===== config.mk =====
export PLATFORM = sky130hd
export DESIGN_NAME = dmx4_dispatch_flat
export DESIGN_NICKNAME = d
export VERILOG_FILES = /design/src/rtl/dmx4_pkg.sv /design/src/rtl/dmx4_if.sv /design/src/rtl/dmx4_fifo.sv /design/src/rtl/dmx4_dispatch.sv /design/src/flat_wrapper.sv
export SDC_FILE = /design/constraint.sdc
export NUM_CORES = 1
export LEC_CHECK = 0
export ABC_CLOCK_PERIOD_IN_PS = 7300
export BUFFER_PORTS_ARGS = -buffer_cell sky130_fd_sc_hd__buf_2
export CORE_ASPECT_RATIO = 1.25
export CORE_MARGIN = 5
export CORE_UTILIZATION = 64
export DETAILED_ROUTE_END_ITERATION = 10
export MAX_ROUTING_LAYER = met4
export PLACE_DENSITY = 0.84
export SKIP_LAST_GASP = 1
export SLEW_MARGIN = 15
export SYNTH_ARGS = -nofsm -noshare
export SYNTH_HDL_FRONTEND = slang
export SYNTH_SLANG_ARGS = --single-unit

===== constraint.sdc =====
create_clock -name clk -period 7.3 [get_ports clk]
set_clock_uncertainty 0.05 [all_clocks]
set_input_delay 0.73 -clock clk [delete_from_list [all_inputs] [get_ports clk]]
set_output_delay 0.73 -clock clk [all_outputs]
set_load 0.03 [all_outputs]

===== src/rtl/dmx4_pkg.sv =====
// Shared types for the dmx4 dispatch slice: destination select, FSM states, credit width.
package dmx4_pkg;

    typedef logic [1:0] dest_t;

    typedef enum logic [1:0] {
        IDLE,
        ISSUE,
        STALL
    } state_t;

    localparam int unsigned CRED_W = 3;

endpackage


===== src/rtl/dmx4_if.sv =====
// Input stream, demux drive and credit signals of dmx4_dispatch.
// The master side feeds beats and returns credits; the slave side is the dispatcher.
interface dmx4_if #(
    parameter int unsigned W = 1
) ();
    import dmx4_pkg::*;

    logic         in_valid;
    logic         in_ready;
    logic [W-1:0] in_data;
    dest_t        in_dest;
    logic [W-1:0] dmx_i;
    logic         dmx_s1;
    logic         dmx_s0;
    logic         dmx_valid;
    logic [3:0]   credit_ret;
    logic         stall;
    logic         credit_ovf;

    modport master (
        output in_valid, in_data, in_dest, credit_ret,
        input  in_ready, dmx_i, dmx_s1, dmx_s0, dmx_valid, stall, credit_ovf
    );

    modport slave (
        input  in_valid, in_data, in_dest, credit_ret,
        output in_ready, dmx_i, dmx_s1, dmx_s0, dmx_valid, stall, credit_ovf
    );

endinterface


===== src/rtl/dmx4_fifo.sv =====
// Synchronous FIFO, DEPTH x WIDTH, head word read straight from the storage flops.
// DEPTH must be a power of two so the pointers wrap naturally.
module dmx4_fifo #(
    parameter int unsigned WIDTH = 3,
    parameter int unsigned DEPTH = 4
) (
    input  logic             clk,
    input  logic             rst_n,
    input  logic             push,
    input  logic [WIDTH-1:0] wdata,
    input  logic             pop,
    output logic [WIDTH-1:0] rdata,
    output logic             empty,
    output logic             full
);
    localparam int unsigned AW = $clog2(DEPTH);

    logic [WIDTH-1:0] mem_q [DEPTH];
    logic [WIDTH-1:0] mem_d [DEPTH];
    logic [AW-1:0]    wr_q, wr_d;
    logic [AW-1:0]    rd_q, rd_d;
    logic [AW:0]      cnt_q, cnt_d;
    logic             do_push, do_pop;

    assign empty   = (cnt_q == '0);
    assign full    = (cnt_q == (AW+1)'(DEPTH));
    assign do_push = push && !full;
    assign do_pop  = pop && !empty;
    assign rdata   = mem_q[rd_q];

    always_comb begin
        mem_d = mem_q;
        wr_d  = wr_q;
        rd_d  = rd_q;
        cnt_d = cnt_q;
        if (do_push) begin
            mem_d[wr_q] = wdata;
            wr_d        = wr_q + 1'b1;
        end
        if (do_pop) begin
            rd_d = rd_q + 1'b1;
        end
        case ({do_push, do_pop})
            2'b10:   cnt_d = cnt_q + 1'b1;
            2'b01:   cnt_d = cnt_q - 1'b1;
            default: cnt_d = cnt_q;
        endcase
    end

    always_ff @(posedge clk or negedge rst_n) begin
        if (!rst_n) begin
            mem_q <= '{default: '0};
            wr_q  <= '0;
            rd_q  <= '0;
            cnt_q <= '0;
        end else begin
            mem_q <= mem_d;
            wr_q  <= wr_d;
            rd_q  <= rd_d;
            cnt_q <= cnt_d;
        end
    end

endmodule


===== src/rtl/dmx4_dispatch.sv =====
// In-order credit-gated feeder for the 1:4 demux: FIFO, per-destination credits, issue FSM.
// Optional DMX4_STATS_EN adds 16-bit per-destination issued-beat counters on stat_cnt.
module dmx4_dispatch
    import dmx4_pkg::*;
#(
    parameter int unsigned W       = 1,
    parameter int unsigned DEPTH   = 4,
    parameter int unsigned CREDITS = 2
) (
    input  logic         clk,
    input  logic         rst_n,
    dmx4_if.slave        bus
`ifdef DMX4_STATS_EN
    ,
    output logic [4*16-1:0] stat_cnt
`endif
);
    localparam logic [CRED_W-1:0] CRED_MAX = CRED_W'(CREDITS);

    logic [W+1:0]      head;
    logic              empty, full;
    dest_t             head_dest;
    logic [W-1:0]      head_data;
    logic              issue;
    logic [3:0]        iss_vec;

    logic [CRED_W-1:0] cred_q [4];
    logic [CRED_W-1:0] cred_d [4];
    state_t            state_q, state_d;
    logic              valid_q, valid_d;
    logic [W-1:0]      data_q, data_d;
    dest_t             sel_q, sel_d;
    logic              ovf_q, ovf_d;

    dmx4_fifo #(
        .WIDTH (W + 2),
        .DEPTH (DEPTH)
    ) u_fifo (
        .clk   (clk),
        .rst_n (rst_n),
        .push  (bus.in_valid),
        .wdata ({bus.in_dest, bus.in_data}),
        .pop   (issue),
        .rdata (head),
        .empty (empty),
        .full  (full)
    );

    assign head_dest = head[W+1:W];
    assign head_data = head[W-1:0];
    // Issue is decided from the registered head and credits, so a beat pushed at one edge leaves at the next.
    assign issue     = !empty && (cred_q[head_dest] != '0);
    assign iss_vec   = issue ? (4'b0001 << head_dest) : 4'b0000;

    always_comb begin
        cred_d  = cred_q;
        ovf_d   = ovf_q;
        valid_d = issue;
        data_d  = data_q;
        sel_d   = sel_q;
        state_d = IDLE;
        for (int unsigned n = 0; n < 4; n++) begin
            // A return landing on the same destination as an issue cancels it; saturation only applies otherwise.
            if (iss_vec[n[1:0]] && !bus.credit_ret[n[1:0]]) begin
                cred_d[n] = cred_q[n] - 1'b1;
            end else if (!iss_vec[n[1:0]] && bus.credit_ret[n[1:0]]) begin
                if (cred_q[n] == CRED_MAX) begin
                    ovf_d = 1'b1;
                end else begin
                    cred_d[n] = cred_q[n] + 1'b1;
                end
            end
        end
        if (issue) begin
            data_d  = head_data;
            sel_d   = head_dest;
            state_d = ISSUE;
        end else if (!empty) begin
            state_d = STALL;
        end
    end

    always_ff @(posedge clk or negedge rst_n) begin
        if (!rst_n) begin
            cred_q  <= '{default: CRED_MAX};
            state_q <= IDLE;
            valid_q <= 1'b0;
            data_q  <= '0;
            sel_q   <= '0;
            ovf_q   <= 1'b0;
        end else begin
            cred_q  <= cred_d;
            state_q <= state_d;
            valid_q <= valid_d;
            data_q  <= data_d;
            sel_q   <= sel_d;
            ovf_q   <= ovf_d;
        end
    end

    assign bus.in_ready   = !full;
    assign bus.dmx_valid  = valid_q;
    assign bus.dmx_i      = data_q;
    assign bus.dmx_s1     = sel_q[1];
    assign bus.dmx_s0     = sel_q[0];
    assign bus.stall      = (state_q == STALL);
    assign bus.credit_ovf = ovf_q;

`ifdef DMX4_STATS_EN
    logic [15:0] stat_q [4];
    logic [15:0] stat_d [4];

    always_comb begin
        stat_d = stat_q;
        if (issue) begin
            stat_d[head_dest] = stat_q[head_dest] + 16'd1;
        end
    end

    always_ff @(posedge clk or negedge rst_n) begin
        if (!rst_n) begin
            stat_q <= '{default: '0};
        end else begin
            stat_q <= stat_d;
        end
    end

    for (genvar g = 0; g < 4; g++) begin : g_stat
        assign stat_cnt[g*16 +: 16] = stat_q[g];
    end
`endif

endmodule


===== src/flat_wrapper.sv =====
// flat-port wrapper written by rule: the top's interface ports become plain ports
module dmx4_dispatch_flat import dmx4_pkg::*;
#(
    parameter int unsigned W       = 1,
    parameter int unsigned DEPTH   = 4,
    parameter int unsigned CREDITS = 2
)
  (clk, rst_n, bus_in_valid, bus_in_data, bus_in_dest, bus_credit_ret, bus_in_ready, bus_dmx_i, bus_dmx_s1, bus_dmx_s0, bus_dmx_valid, bus_stall, bus_credit_ovf);
  dmx4_if #(.W(W)) bus_i ();
  input  logic clk;
  input  logic rst_n;
  input wire logic [$bits(bus_i.in_valid)-1:0] bus_in_valid;
  input wire logic [$bits(bus_i.in_data)-1:0] bus_in_data;
  input wire logic [$bits(bus_i.in_dest)-1:0] bus_in_dest;
  input wire logic [$bits(bus_i.credit_ret)-1:0] bus_credit_ret;
  output wire logic [$bits(bus_i.in_ready)-1:0] bus_in_ready;
  output wire logic [$bits(bus_i.dmx_i)-1:0] bus_dmx_i;
  output wire logic [$bits(bus_i.dmx_s1)-1:0] bus_dmx_s1;
  output wire logic [$bits(bus_i.dmx_s0)-1:0] bus_dmx_s0;
  output wire logic [$bits(bus_i.dmx_valid)-1:0] bus_dmx_valid;
  output wire logic [$bits(bus_i.stall)-1:0] bus_stall;
  output wire logic [$bits(bus_i.credit_ovf)-1:0] bus_credit_ovf;
  assign bus_i.in_valid = bus_in_valid;
  assign bus_i.in_data = bus_in_data;
  assign bus_i.in_dest = bus_in_dest;
  assign bus_i.credit_ret = bus_credit_ret;
  assign bus_in_ready = bus_i.in_ready;
  assign bus_dmx_i = bus_i.dmx_i;
  assign bus_dmx_s1 = bus_i.dmx_s1;
  assign bus_dmx_s0 = bus_i.dmx_s0;
  assign bus_dmx_valid = bus_i.dmx_valid;
  assign bus_stall = bus_i.stall;
  assign bus_credit_ovf = bus_i.credit_ovf;
  dmx4_dispatch #(.W(W), .DEPTH(DEPTH), .CREDITS(CREDITS)) u_core (.clk(clk), .rst_n(rst_n), .bus(bus_i));
endmodule

==> impl_results.md <==
- Status: complete, no violations
- Largest net degree at the start of global routing: 38
- Core Rows: 23
- Worst-path clk slew: 0.08 ns
- Setup WS pre-CTS: 3.93 ns
- CTS root buffer: clkbuf_8
- YS warnings: 0
- Final Hold Vio Count: 0
- CP arrival: 3.57 ns
- Final Max Slew Viols: 0
- Syn_area_per_cell: 10.3 sq um
- Initial antenna violation count: 0
- Flop2flop setup slack: 3.90 ns
- DRC errors left: 0
- Tcrit/Tclk final: 46.5%
- Die Ht: 74.8 microns
- Share of cells above drive strength 1: 21.3%
- Synthesized Nets: 236
- Setup violations, final: 0
- Asr flop ratio synth: 100%
- Worst endpoint required time: 7.47 ns
- Clock sink total: 37
- Fmax: roughly 0.29 GHz
- Top post-synthesis cells by area: dfrtp_1, ha_1, mux2_2, inv_1, dfstp_2
- Crit path max fanout: 12
- Post-synth top area share: 38.4%
- Post-Syn Area: 2150 sq um
- R2R Path Start: u_core.u_fifo.rd_q[0]
- Synth cell types: 36
- Layout Nets: 257
- Die width: 61.8 microns
- Worst Setup EP: u_core.cred_q[11]
- Io pins: 17
- Startpoint Class: flop
- R2R cell count: 11
- Critical R2R Capture: u_core.cred_q[11]
- Synth-to-Final Area Change: 10.7%
- Synth area leader: dfrtp_1
- Period minus WS final: 3.40 ns
- CP Launch Point: u_core.u_fifo.rd_q[0]
- CTS tree: built
- Fillcell total: 236
- DR vias/cell: 5.70
- Initial cell density of the core: 66.7%
- Synthesized flop and latch total: 37
- Unrepaired setup endpoints after global routing: false
- Setup bufs post-CTS: 0
- Initial DRT Pass Iterations: 4
- Routed Antenna Nets: 0
- Ys flop type: dfrtp_1
- GRT Total Usage: approximately a fifth
- Ant diodes: 0
- Worst slew margin relative to its limit: 46.6%
- Routability Congestion: 0.776
- Core area: 3220 sq um
- Hold buffers post-CTS: 0
- Die Area: 4620 sq um
- Via count of the first global-routing pass: around 1500
- Final setup margin: 3.90 ns
- Buffers on Ports: 16
- Hpwl dp: 2.83 mm
- Worst Tran Pin Value: 0.800 ns
- Resized cells post-CTS: 0
- Cells after Synth: 208
- Clk_lat worst skew: 0.30 ns
- Gr ovfl total: 0
- CP Capture Type: flop
- CP Class: flop to flop
- Tightest Hold Check Type: flop to flop
- WL/cell: between 10 and 15 microns
- Starting DRT DRC Count: 76
- First-pass GRT wire length: 6.69 mm
- WL final: 3.90 mm
- Clock buffer depth: 2
- Sequential share of the synthesized area: 43.3%
- Setup TNS: 0 ns
- EDFF count, synth: 0
- Num CTS Buffers: 5
- Vias: 1522
- H-tree levels: 2
- Max Cap Viol: 0
==> routing by layer <==
layer	part of all wire, %	global-route usage [%]	up-vias
li1	-	-	741
met1	40	21.4	751
met2	55	36.2	21
met3	3.4	4.80	9
met4	2.1	9.20	0
met5	0	-	-
==> final cells by class <==
class	instances	area, sq um	share of cell area (%)
multi-input combinational	139	1090	45.8
timing repair buffer	16	80.1	3.36
tap	37	46.3	1.95
sequential	37	931	39.1
clock buffer	6	82.6	3.47
inverter	30	113	4.73
clock inverter	2	37.5	1.58
==> placed cells by master (no fill, tap or decap), drive strengths merged, types with 3 or more instances in the layout <==
master / instances
ha: 13
dfrtp: 33
xor2: 6
inv: 30
nor2: 8
a21oi: 12
nor2b: 5
or2: 3
nand2: 16
buf: 16
mux2: 15
mux4: 3
clkbuf: 6
nand3: 8
dfstp: 4
nor3: 12
o21ai: 15
fa: 5
==> registers in the layout (all words and copies together) (netlist names) <==
name                   flops
u_core.bus.credit_ovf      1
u_core.bus.dmx_i           1
u_core.cred_q             12
u_core.sel_q               2
u_core.state_q             2
u_core.u_fifo.cnt_q        3
u_core.u_fifo.mem_q       12
u_core.u_fifo.rd_q         2
u_core.u_fifo.wr_q         2
==> worst max-delay path, cell delays in order, from the launching register on <==
cell,delay (ns)
dfrtp_1,0.50
mux4_1,0.81
mux2i_1,0.32
nand3_1,0.16
inv_1,0.09
ha_1,0.22
inv_1,0.08
fa_1,0.43
or2_2,0.29
o21ai_0,0.16
a21oi_1,0.08
a21oi_1,0.13
==> cells by family after synthesis <==
group	count (synthesis)	synth area share (%)
buffers and inverters	32	6.00
multiplexers	19	12.2
AO/OA/AOI/OAI	35	9.72
flip-flops	37	43.3
XOR/XNOR	8	3.26
adder cells (fa/ha/maj)	18	12.2
AND/OR/NAND/NOR	59	13.3
==> Yosys cell counts (2+ instances only) <==
cell type and count:
a21oi_1 12, dfrtp_1 33, dfstp_2 4, fa_1 5
ha_1 13, inv_1 30, mux2_2 13, mux2_4 2
mux4_1 2, nand2_1 16, nand3_1 8, nor2_1 8
nor2b_1 5, nor3_1 12, nor4_1 2, o21ai_0 15
or2_2 3, xnor2_1 2, xor2_1 6
==> metrics by stage <==
step / utilization, % / hold WS, ns / cells / cell area [sq um]
6_report: 73.8 / 0.429 / 267 / 2380
5_1_grt: 73.8 / 0.465 / 267 / 2380
4_1_cts: 73.8 / 0.432 / 267 / 2380
3_5_place_dp: 70.1 / 0.413 / 259 / 2260
3_3_place_gp: 70.1 / 0.406 / 259 / 2260
2_1_floorplan: - / 0.384 / 208 / 2150
==> worst min-delay path by stage <==
| stage | startpoint | end | slack [ns] | cells past startpoint |
|---|---|---|---|---|
| 2_1_floorplan | rst_n | u_core.bus.credit_ovf | 0.38 | 0 |
| 4_1_cts | u_core.bus.credit_ovf | u_core.bus.credit_ovf | 0.43 | 2 |
| 3_5_place_dp | u_core.bus.credit_ovf | u_core.bus.credit_ovf | 0.41 | 2 |
| 3_3_place_gp | u_core.bus.credit_ovf | u_core.bus.credit_ovf | 0.41 | 2 |
| 5_1_grt | u_core.bus.credit_ovf | u_core.bus.credit_ovf | 0.47 | 2 |
| 6_report | u_core.bus.credit_ovf | u_core.bus.credit_ovf | 0.43 | 2 |
Power is not shown: default switching activity piles up to over one toggle a cycle in this logic, so the estimate is an artifact.
